--- config.mk ---
export PLATFORM = sky130hd
export DESIGN_NAME = miriscv_alu_arbiter
export DESIGN_NICKNAME = d
export VERILOG_FILES = /design/src/rtl/miriscv_alu_pkg.sv /design/src/rtl/miriscv_arb2.sv /design/src/rtl/miriscv_alu_arbiter.sv
export SDC_FILE = /design/constraint.sdc
export NUM_CORES = 1
export LEC_CHECK = 0
export ABC_AREA = 1
export CORE_AREA = 5 5 213 112
export DETAILED_ROUTE_END_ITERATION = 10
export DIE_AREA = 0 0 218 117
export GPL_ROUTABILITY_DRIVEN = 0
export PLACE_DENSITY = 0.66
export SYNTH_ARGS = -nofsm -noshare
export SYNTH_HDL_FRONTEND = slang
export SYNTH_HIERARCHICAL = 1
export SYNTH_SLANG_ARGS = --single-unit
--- constraint.sdc ---
create_clock -name clk_i -period 3.9 [get_ports clk_i]
set_input_delay 0.78 -clock clk_i [delete_from_list [all_inputs] [get_ports clk_i]]
set_output_delay 0.78 -clock clk_i [all_outputs]
set_load 0.03 [all_outputs]
--- src/rtl/miriscv_alu_pkg.sv ---
// Shared definitions for the ALU arbiter: default widths, the operator codes
// the ALU implements, the legality/comparison helpers and the FSM state type.
package miriscv_alu_pkg;

  localparam int DATA_W_DEF = 32;
  localparam int OP_W_DEF   = 7;

  // Operator codes implemented by miriscv_alu (upper bit always 0)
  localparam logic [OP_W_DEF-1:0] ALU_ADD = 7'h18;
  localparam logic [OP_W_DEF-1:0] ALU_SUB = 7'h19;
  localparam logic [OP_W_DEF-1:0] ALU_XOR = 7'h2F;
  localparam logic [OP_W_DEF-1:0] ALU_OR  = 7'h2E;
  localparam logic [OP_W_DEF-1:0] ALU_AND = 7'h15;
  localparam logic [OP_W_DEF-1:0] ALU_SRA = 7'h24;
  localparam logic [OP_W_DEF-1:0] ALU_SRL = 7'h25;
  localparam logic [OP_W_DEF-1:0] ALU_SLL = 7'h27;
  localparam logic [OP_W_DEF-1:0] ALU_LTS = 7'h00;
  localparam logic [OP_W_DEF-1:0] ALU_LTU = 7'h01;
  localparam logic [OP_W_DEF-1:0] ALU_GES = 7'h0A;
  localparam logic [OP_W_DEF-1:0] ALU_GEU = 7'h0B;
  localparam logic [OP_W_DEF-1:0] ALU_EQ  = 7'h0C;
  localparam logic [OP_W_DEF-1:0] ALU_NE  = 7'h0D;

  typedef enum logic [1:0] {
    IDLE = 2'd0,
    EXEC = 2'd1,
    RESP = 2'd2
  } arb_state_e;

  // True for the comparison operators, whose flag is meaningful
  function automatic logic op_is_cmp(input logic [OP_W_DEF-1:0] op);
    logic r;
    case (op)
      ALU_LTS, ALU_LTU, ALU_GES, ALU_GEU, ALU_EQ, ALU_NE: r = 1'b1;
      default:                                           r = 1'b0;
    endcase
    return r;
  endfunction

  // True for every code the ALU implements
  function automatic logic op_is_legal(input logic [OP_W_DEF-1:0] op);
    logic r;
    case (op)
      ALU_ADD, ALU_SUB, ALU_XOR, ALU_OR, ALU_AND,
      ALU_SRA, ALU_SRL, ALU_SLL:                         r = 1'b1;
      default:                                           r = op_is_cmp(op);
    endcase
    return r;
  endfunction

endpackage

--- src/rtl/miriscv_arb2.sv ---
// Two-way grant selection. A single valid requester always wins; a tie goes
// to requester 0, or, with MIRISCV_ALU_ARB_RR_EN defined, to the requester
// that was not granted last (pointer advances on every taken grant).
module miriscv_arb2 (
`ifdef MIRISCV_ALU_ARB_RR_EN
  input  logic       clk_i,
  input  logic       rst_n_i,
  input  logic       advance_i,
`endif
  input  logic [1:0] valid_i,
  output logic       any_o,
  output logic       sel_o
);

  assign any_o = |valid_i;

`ifdef MIRISCV_ALU_ARB_RR_EN
  // Starts at 1 so requester 0 wins the first tie after reset
  logic last_grant_q;

  // Remember who was granted whenever a grant is actually taken
  always_ff @(posedge clk_i) begin
    if (!rst_n_i) begin
      last_grant_q <= 1'b1;
    end else if (advance_i) begin
      last_grant_q <= sel_o;
    end
  end

  // Tie resolves away from the previous winner
  always_comb begin
    sel_o = valid_i[1];
    if (&valid_i) begin
      sel_o = ~last_grant_q;
    end
  end
`else
  // Fixed priority: requester 1 only when requester 0 is idle
  always_comb begin
    sel_o = valid_i[1] & ~valid_i[0];
  end
`endif

endmodule

--- src/rtl/miriscv_alu_arbiter.sv ---
// Shares one combinational miriscv_alu between two requesters. A request is
// accepted in IDLE, its operands drive the ALU during EXEC, and the captured
// result is held in RESP until the owner accepts it. Unimplemented operator
// codes complete with a zero result and the error flag set.
// Optional: define MIRISCV_ALU_ARB_RR_EN for round-robin tie breaking.
module miriscv_alu_arbiter
  import miriscv_alu_pkg::*;
#(
  parameter int DATA_W = DATA_W_DEF,
  parameter int OP_W   = OP_W_DEF
) (
  input  logic              clk_i,
  input  logic              rst_n_i,
  input  logic              req0_valid_i,
  output logic              req0_ready_o,
  input  logic [OP_W-1:0]   req0_op_i,
  input  logic [DATA_W-1:0] req0_a_i,
  input  logic [DATA_W-1:0] req0_b_i,
  input  logic              req1_valid_i,
  output logic              req1_ready_o,
  input  logic [OP_W-1:0]   req1_op_i,
  input  logic [DATA_W-1:0] req1_a_i,
  input  logic [DATA_W-1:0] req1_b_i,
  output logic              rsp0_valid_o,
  input  logic              rsp0_ready_i,
  output logic [DATA_W-1:0] rsp0_result_o,
  output logic              rsp0_cmp_o,
  output logic              rsp0_err_o,
  output logic              rsp1_valid_o,
  input  logic              rsp1_ready_i,
  output logic [DATA_W-1:0] rsp1_result_o,
  output logic              rsp1_cmp_o,
  output logic              rsp1_err_o,
  output logic [OP_W-1:0]   alu_operator_o,
  output logic [DATA_W-1:0] alu_operand_a_o,
  output logic [DATA_W-1:0] alu_operand_b_o,
  input  logic [DATA_W-1:0] alu_result_i,
  input  logic              alu_comparison_result_i,
  output logic              busy_o
);

  arb_state_e        state_q, state_d;
  logic [OP_W-1:0]   op_q;
  logic [DATA_W-1:0] a_q, b_q;
  logic              owner_q;
  logic [DATA_W-1:0] result_q;
  logic              cmp_q;
  logic              err_q;

  logic sel;
  logic any_valid;
  logic accept;
  logic owner_rsp_ready;
  logic op_legal;

  miriscv_arb2 u_arb2 (
`ifdef MIRISCV_ALU_ARB_RR_EN
    .clk_i     (clk_i),
    .rst_n_i   (rst_n_i),
    .advance_i (accept),
`endif
    .valid_i   ({req1_valid_i, req0_valid_i}),
    .any_o     (any_valid),
    .sel_o     (sel)
  );

  assign owner_rsp_ready = owner_q ? rsp1_ready_i : rsp0_ready_i;
  assign op_legal        = op_is_legal(op_q);

  // Next state and request handshakes; only IDLE ever offers ready
  always_comb begin
    state_d      = state_q;
    req0_ready_o = 1'b0;
    req1_ready_o = 1'b0;
    accept       = 1'b0;
    case (state_q)
      IDLE: begin
        if (any_valid) begin
          req0_ready_o = ~sel;
          req1_ready_o = sel;
          accept       = 1'b1;
          state_d      = EXEC;
        end
      end
      EXEC: begin
        state_d = RESP;
      end
      RESP: begin
        if (owner_rsp_ready) begin
          state_d = IDLE;
        end
      end
      default: begin
        state_d = IDLE;
      end
    endcase
  end

  // State register
  always_ff @(posedge clk_i) begin
    if (!rst_n_i) begin
      state_q <= IDLE;
    end else begin
      state_q <= state_d;
    end
  end

  // Latch the granted request on acceptance; capture ALU outputs after EXEC
  always_ff @(posedge clk_i) begin
    if (!rst_n_i) begin
      op_q     <= '0;
      a_q      <= '0;
      b_q      <= '0;
      owner_q  <= 1'b0;
      result_q <= '0;
      cmp_q    <= 1'b0;
      err_q    <= 1'b0;
    end else begin
      if (accept) begin
        op_q    <= sel ? req1_op_i : req0_op_i;
        a_q     <= sel ? req1_a_i  : req0_a_i;
        b_q     <= sel ? req1_b_i  : req0_b_i;
        owner_q <= sel;
      end
      if (state_q == EXEC) begin
        // Flag is only meaningful for comparisons; illegal codes yield zeros
        result_q <= op_legal ? alu_result_i : '0;
        cmp_q    <= op_legal & op_is_cmp(op_q) & alu_comparison_result_i;
        err_q    <= ~op_legal;
      end
    end
  end

  // The ALU always sees the latched operands, so it only moves on acceptance
  assign alu_operator_o  = op_q;
  assign alu_operand_a_o = a_q;
  assign alu_operand_b_o = b_q;

  assign busy_o = (state_q != IDLE);

  // Responses are routed to the owner only
  assign rsp0_valid_o  = (state_q == RESP) & ~owner_q;
  assign rsp1_valid_o  = (state_q == RESP) &  owner_q;
  assign rsp0_result_o = owner_q ? '0 : result_q;
  assign rsp1_result_o = owner_q ? result_q : '0;
  assign rsp0_cmp_o    = ~owner_q & cmp_q;
  assign rsp1_cmp_o    =  owner_q & cmp_q;
  assign rsp0_err_o    = ~owner_q & err_q;
  assign rsp1_err_o    =  owner_q & err_q;

endmodule
==> metrics.md, run 1 <==
| Metric | Value |
|---|---|
| Status | finished, final reports clean |
| Setup TNS | 0 ps |
| Initial antenna violation count | 0 |
| Clk slew on worst S/H paths | 80 ps |
| Fillers | roughly 2300 |
| Hold Crit Class | flop to flop |
| CTS Buf Count | 9 |
| Highest clock rate | 307.1 MHz |
| Slew Viols, Final | 0 |
| Post-synth top area share | 44.05% |
| Clock insertion delay at the later pin of the skew report | about 360 ps |
| Register Area | approximately 0.0022 mm2 |
| Synth Instances | 736 |
| Crit path DAT | approximately 2500 ps |
| First-pass GRT wire length | 30130 um |
| Share of layout cells above drive strength 1 | 3.298% |
| GRT Overall Usage | between 15 and 20% |
| Remaining DRCs | 0 |
| Synth Register Bits | 108 |
| CP max-delay cell | clkdlybuf4s50_1 |
| CP startpoint kind | input pin |
| FF-to-FF Start | state_q[1]$_SDFFE_PN0P_ |
| Syn Nets | 917 |
| R2R cell count | 6 |
| CTS Root Cell | clkbuf_16 |
| Cell Area, Synth | 0.004908 mm2 |
| I/O Buffers | 324 |
| Capture point of the critical path | req1_ready_o |
| Rows | 39 |
| # nets final | between 1000 and 1500 |
| Fin crit period | about 3300 ps |
| Synth area leaders | dfxtp_1 (44%), nand2_1 (20%), a31oi_1 (9.0%), inv_1 (6.1%), nor2_1 (5.7%) |
| CTS max path bufs | 2 |
| Primary FF master, synth | dfxtp_1 |
| Overall power | 3345 uW |
| Routed wire length | 20140 um |
| CP max stage delay | 700 ps |
| Skew final | between 9 and 10 ps |
| Drt via density | 4.232 |
| Avg Inst Size Synth | 6.669 um2 |
| FFs w/ async S/R, synth | 0% |
| Final period util | 83.49% |
| CTS tree | yes |
| Setup crit start | req1_valid_i |
| HPWL Detailed | 14960 um |
| Clock net sink count | between 100 and 150 |
| Total Die Area | 0.02551 mm2 |
| Initial Util | 22.25% |
| Postcts setup bufs | 0 |
| RSZ-0062 raised after global routing | no |
| CP cell instances | clkdlybuf4s50_1 > inv_1 > nor2_1 > nand2_1 > nor2_4 > clkdlybuf4s50_1 |
| Power per cell area | 387.0 mW/mm2 |
| 1st-iter DRT viols | between 200 and 250 |
| Vias in the first global route | 5308 |
| CTS resizes | 0 |
| Final Hold Viols | 0 |
| Initial DRT Pass Iterations | 5 |
| Largest area contributor in the netlist | dfxtp_1 |
| Core Util, Final | 39.19% |
| H-tree depth | 3 |
| Post-synthesis sequential area ratio | 44.05% |
| Via count | 5662 |
| Worst Setup End Kind | output pin |
| Leak pwr | 0.003415 uW |
| Crit-path max FO | 2 |
| R2R Setup Slk | 2050 ps |
| Max-cap viol count | 0 |
| R2r endpoint | alu_operand_b_o[26]$_SDFFE_PN0P_ |
| Most used cell, CP | clkdlybuf4s50_1 |
| EDFF count, synth | 0 |
| DR WL/cell | 15.05 um |
| Ant diodes | 0 |
| Grt ovf | 0 |
| Hold_sp | alu_operand_b_o[29]$_SDFFE_PN0P_ |
| VDD IR max | 0.0001707 V |
| Chip Height | about 120 um |
| Required @ worst endpoint | around 3100 ps |
| Commonest cells post-synth | nand2_1 (266), dfxtp_1 (108), inv_1 (80) |
| IO Pins | 325 |
| Post-CTS Hold Buffers | 0 |
| Area grow syn2layout | 76.09% |
| Synth warnings | 6 |
| Synth cell types | 21 |
| Core area | 0.02206 mm2 |
| Slew HR | 33.63% |
| Count leader, synth | nand2_1 |
| Final setup viols | 0 |
| Chip Width | 218 um |
| Multi-input logic area | about 0.0022 mm2 |
| CP Class | input pin to output pin |
| ANT nets after route | 0 |
| Pin count of the biggest net entering global routing | 74 |
| Slew @ Worst Pin | ~1000 ps |
[cells by family (layout without fill, tap and decap cells)]
logic type | Yosys count | in the layout | share of synthesized area (%)
and+or+nand+nor | 354 | 354 | 27.91
buffers and inverters | 133 | 428 | 11.80
AOI/OAI and AO/OA | 141 | 141 | 16.24
DFF | 108 | 108 | 44.05
[worst max-delay path: cells and delay by family]
kind / cells / cell delay, ps
buf+inv: 3 / 1190
simple gates: 3 / 500
[stage by stage]
| stage | setup WS (ps) | hold WS, ps | std cells | instance area [um2] |
|---|---|---|---|---|
| 6_report | 643.9 | 489.6 | 1338 | 8643 |
| 5_1_grt | 566.5 | 509.0 | 1338 | 8643 |
| 4_1_cts | 615.5 | 492.5 | 1338 | 8643 |
| 3_5_place_dp | 618.5 | 477.5 | 1323 | 8334 |
| 3_3_place_gp | 593.1 | 475.5 | 1323 | 8334 |
| 2_1_floorplan | 1551 | 524.5 | 736 | 4908 |
[power breakdown]
group | leakage [uW] | internal [uW] | switching [uW] | total [uW]
Combinational | 0.00237 | 473 | 617 | 1090
Sequential | 0.000889 | 1210 | 67.0 | 1280
Clock | 0.000153 | 536 | 437 | 974
[worst min-delay path by stage]
stage	to	slack (ps)	cells past startpoint
floorplan	cmp_q$_SDFFE_PN0N_	520	2
global placement	alu_operand_a_o[0]$_SDFFE_PN0P_	480	2
detailed placement	alu_operand_b_o[1]$_SDFFE_PN0P_	480	2
CTS	alu_operand_b_o[25]$_SDFFE_PN0P_	490	2
global route	alu_operand_b_o[25]$_SDFFE_PN0P_	510	2
finish	alu_operand_b_o[29]$_SDFFE_PN0P_	490	2
[registers in the layout (all words and copies together), names as in the netlist]
name             flops
alu_operand_b_o     32
err_q                1
state_q              2
owner_q              1
alu_operand_a_o     32
alu_operator_o       7
cmp_q                1
result_q            32
[cell type report]
cell class	instances	area share (%)
Clock buffer	11	2.924
Clock inverter	4	0.6514
Inverter	82	3.576
Multi-Input combinational cell	495	25.13
Sequential cell	108	25.03
Tap cell	307	4.444
Timing Repair Buffer	331	38.25
[placed cells by master, fill, tap and decap left out, drive strengths merged]
cell type      Yosys  routed
or2                1       1
nand3              5       5
dfxtp            108     108
o21ai             34      34
inv               82      83
bufinv             0       1
clkdlybuf4s50      0     323
nand2            267     267
clkbuf            21      11
a31oi             71      71
clkinv             0       2
nand4              1       1
a21oi             35      35
buf               30       8
a211oi             1       1
nor2              80      80
[per-layer routing]
metal	vias up	track usage (%)	wire [um]
li1	2888	-	-
met1	2548	19.25	9067
met2	205	23.34	8699
met3	21	6.862	1986
met4	0	4.390	388
met5	-	0	0
No activity file was read; power rests on OpenSTA's default activity.
==> run 2: changes to the inputs <==
Settings changed: PLACE_DENSITY 0.66 to 0.68.
Clock period 3.9 ns to 2.75 ns, I/O delays scaled along.
==> run 2 against run 1 <==
Compared with the run above:
- highest routed layer unchanged
- largest cell class unchanged
- combinational power up 43%
- worst hold slack improved by 1.3 ps
- final area is 0.55% higher
==> metrics.md, run 2 (synthesized netlist as in run 1, its figures left out) <==
| Metric | Value |
|---|---|
| Status | finished, final reports clean |
| CP cell instances | buf_4 > nand2_1 > inv_1 > clkdlybuf4s50_1 |
| Area grow syn2layout | 77.06% |
| Slew @ Worst Pin | ~990 ps |
| CTS Root Cell | clkbuf_16 |
| Pin count of the biggest net entering global routing | 81 |
| Power per cell area | approximately 550 mW/mm2 |
| Final worst slack | 341.8 ps |
| Clock insertion delay at the later pin of the skew report | approximately 360 ps |
| Commonest non-fill, non-tap cell in the layout | clkdlybuf4s50_1 |
| RSZ-0062 raised after global routing | no |
| Fin crit period | 2408 ps |
| CP Buf/Inv Count | 3 |
| # nets final | 1210 |
| First-pass GRT wire length | 30200 um |
| Initial DRT Pass Iterations | 5 |
| Post-CTS Hold Buffers | 0 |
| CP max stage delay | 720 ps |
| IO Pins | 325 |
| CTS max path bufs | 2 |
| Place WS | 358.2 ps |
| Via count | 5769 |
| Max-cap viol count | 0 |
| HPWL Detailed | between 10000 and 15000 um |
| Leak pwr | 0.003437 uW |
| Core Util, Final | 39.40% |
| VDD IR max | 0.0002761 V |
| Ant diodes | 0 |
| Remaining DRCs | 0 |
| Final Hold Viols | 0 |
| GRT Overall Usage | 15.01% |
| Required @ worst endpoint | 2200 ps |
| CTS tree | yes |
| Setup TNS | 0 ps |
| Chip Width | 218 um |
| Highest clock rate | between 400 and 500 MHz |
| H-tree depth | 3 |
| CTS resizes | 0 |
| CP max-delay cell | clkdlybuf4s50_1 |
| 1st-iter DRT viols | 399 |
| Final period util | 87.57% |
| Initial Util | 22.25% |
| Crit-path max FO | 26 |
| Slew Viols, Final | 0 |
| I/O Buffers | about 320 |
| Crit path DAT | around 1900 ps |
| ANT nets after route | 0 |
| Slew HR | 34.06% |
| Total Die Area | between 0.02 and 0.03 mm2 |
| Final setup viols | 0 |
| CP Class | flop to output pin |
| Skew final | 8.384 ps |
| Grt ovf | 0 |
| Share of layout cells above drive strength 1 | 3.675% |
| Chip Height | 117 um |
| Fillers | 2242 |
| Hold Crit Class | flop to flop |
| DR WL/cell | 14.70 um |
| Highest-count cells in the layout ignoring fill and taps | clkdlybuf4s50_1 (322), nand2_1 (266), dfxtp_1 (107) |
| Rows | 39 |
| Routed wire length | around 20000 um |
| Vias in the first global route | 5510 |
| Initial antenna violation count | 0 |
| Drt via density | 4.302 |
| CTS Buf Count | 9 |
| Clk slew on worst S/H paths | 80 ps |
| CP top delay family | buffers and inverters |
| Core area | roughly 0.022 mm2 |
| Worst Setup End Kind | output pin |
| CP startpoint kind | flop |
| Clock net sink count | 108 |
| Postcts setup bufs | 0 |
-- run 2: cell count changes in the layout (fill, tap and decap cells not counted) --
cell	previous run	this run
buf_12	1	4
clkinv_2	1	2
inv_8	0	1
clkdlybuf4s50_1	323	322
clkinv_4	1	2
clkbuf_8	2	0
-- run 2: routing by layer --
metal	GRT usage [%]	wire [um]	up-vias
li1	-	-	2899
met1	18.55	8812	2647
met2	24.05	8753	209
met3	6.785	1888	14
met4	4.097	257	0
met5	0	0	-
-- run 2: report_power, final --
group | total, uW | switching, uW | internal [uW] | leakage, uW
clock network | 1380 | 658 | 722 | 0.000152
logic | 1560 | 880 | 682 | 0.00240
registers | 1810 | 92.1 | 1720 | 0.000889
total | 4760 | 1630 | 3130 | 0.00344
-- run 2: path summary, 6_finish.rpt --
path | from | slack, ps | endpoint | depth (start not counted)
max | owner_q$_SDFFE_PN0P_ | 340 | rsp1_result_o[5] | 4
min reg2reg | alu_operand_b_o[12]$_SDFFE_PN0P_ | 490 | alu_operand_b_o[12]$_SDFFE_PN0P_ | 2
max reg2reg | state_q[1]$_SDFFE_PN0P_ | 1030 | alu_operand_a_o[30]$_SDFFE_PN0P_ | 5
min | alu_operand_b_o[12]$_SDFFE_PN0P_ | 490 | alu_operand_b_o[12]$_SDFFE_PN0P_ | 2
-- run 2: final cells by class --
class                           instances  area, um2  share of cell area [%]
Sequential cell                       108       2163                   24.89
Timing Repair Buffer                  333       3356                   38.61
Clock inverter                          7      81.33                  0.9358
Inverter                               82      309.0                   3.556
Multi-Input combinational cell        495       2172                   24.99
Clock buffer                            9      225.2                   2.591
Tap cell                              307      384.1                   4.420
-- run 2: stage by stage --
stage          power, uW  cells  hold slack (ps)  cell area [um2]
2_1_floorplan       2675    736            524.5             4908
3_3_place_gp        3414   1325            474.5             8384
3_5_place_dp        3425   1325            477.2             8384
4_1_cts             4849   1341            492.9             8691
5_1_grt             5018   1341            511.4             8691
6_report            4757   1341            491.0             8691
-- run 2: worst min-delay path: stages, from the launching register on --
cell,delay (ps)
dfxtp_1,310
nand2_1,60
a31oi_1,70
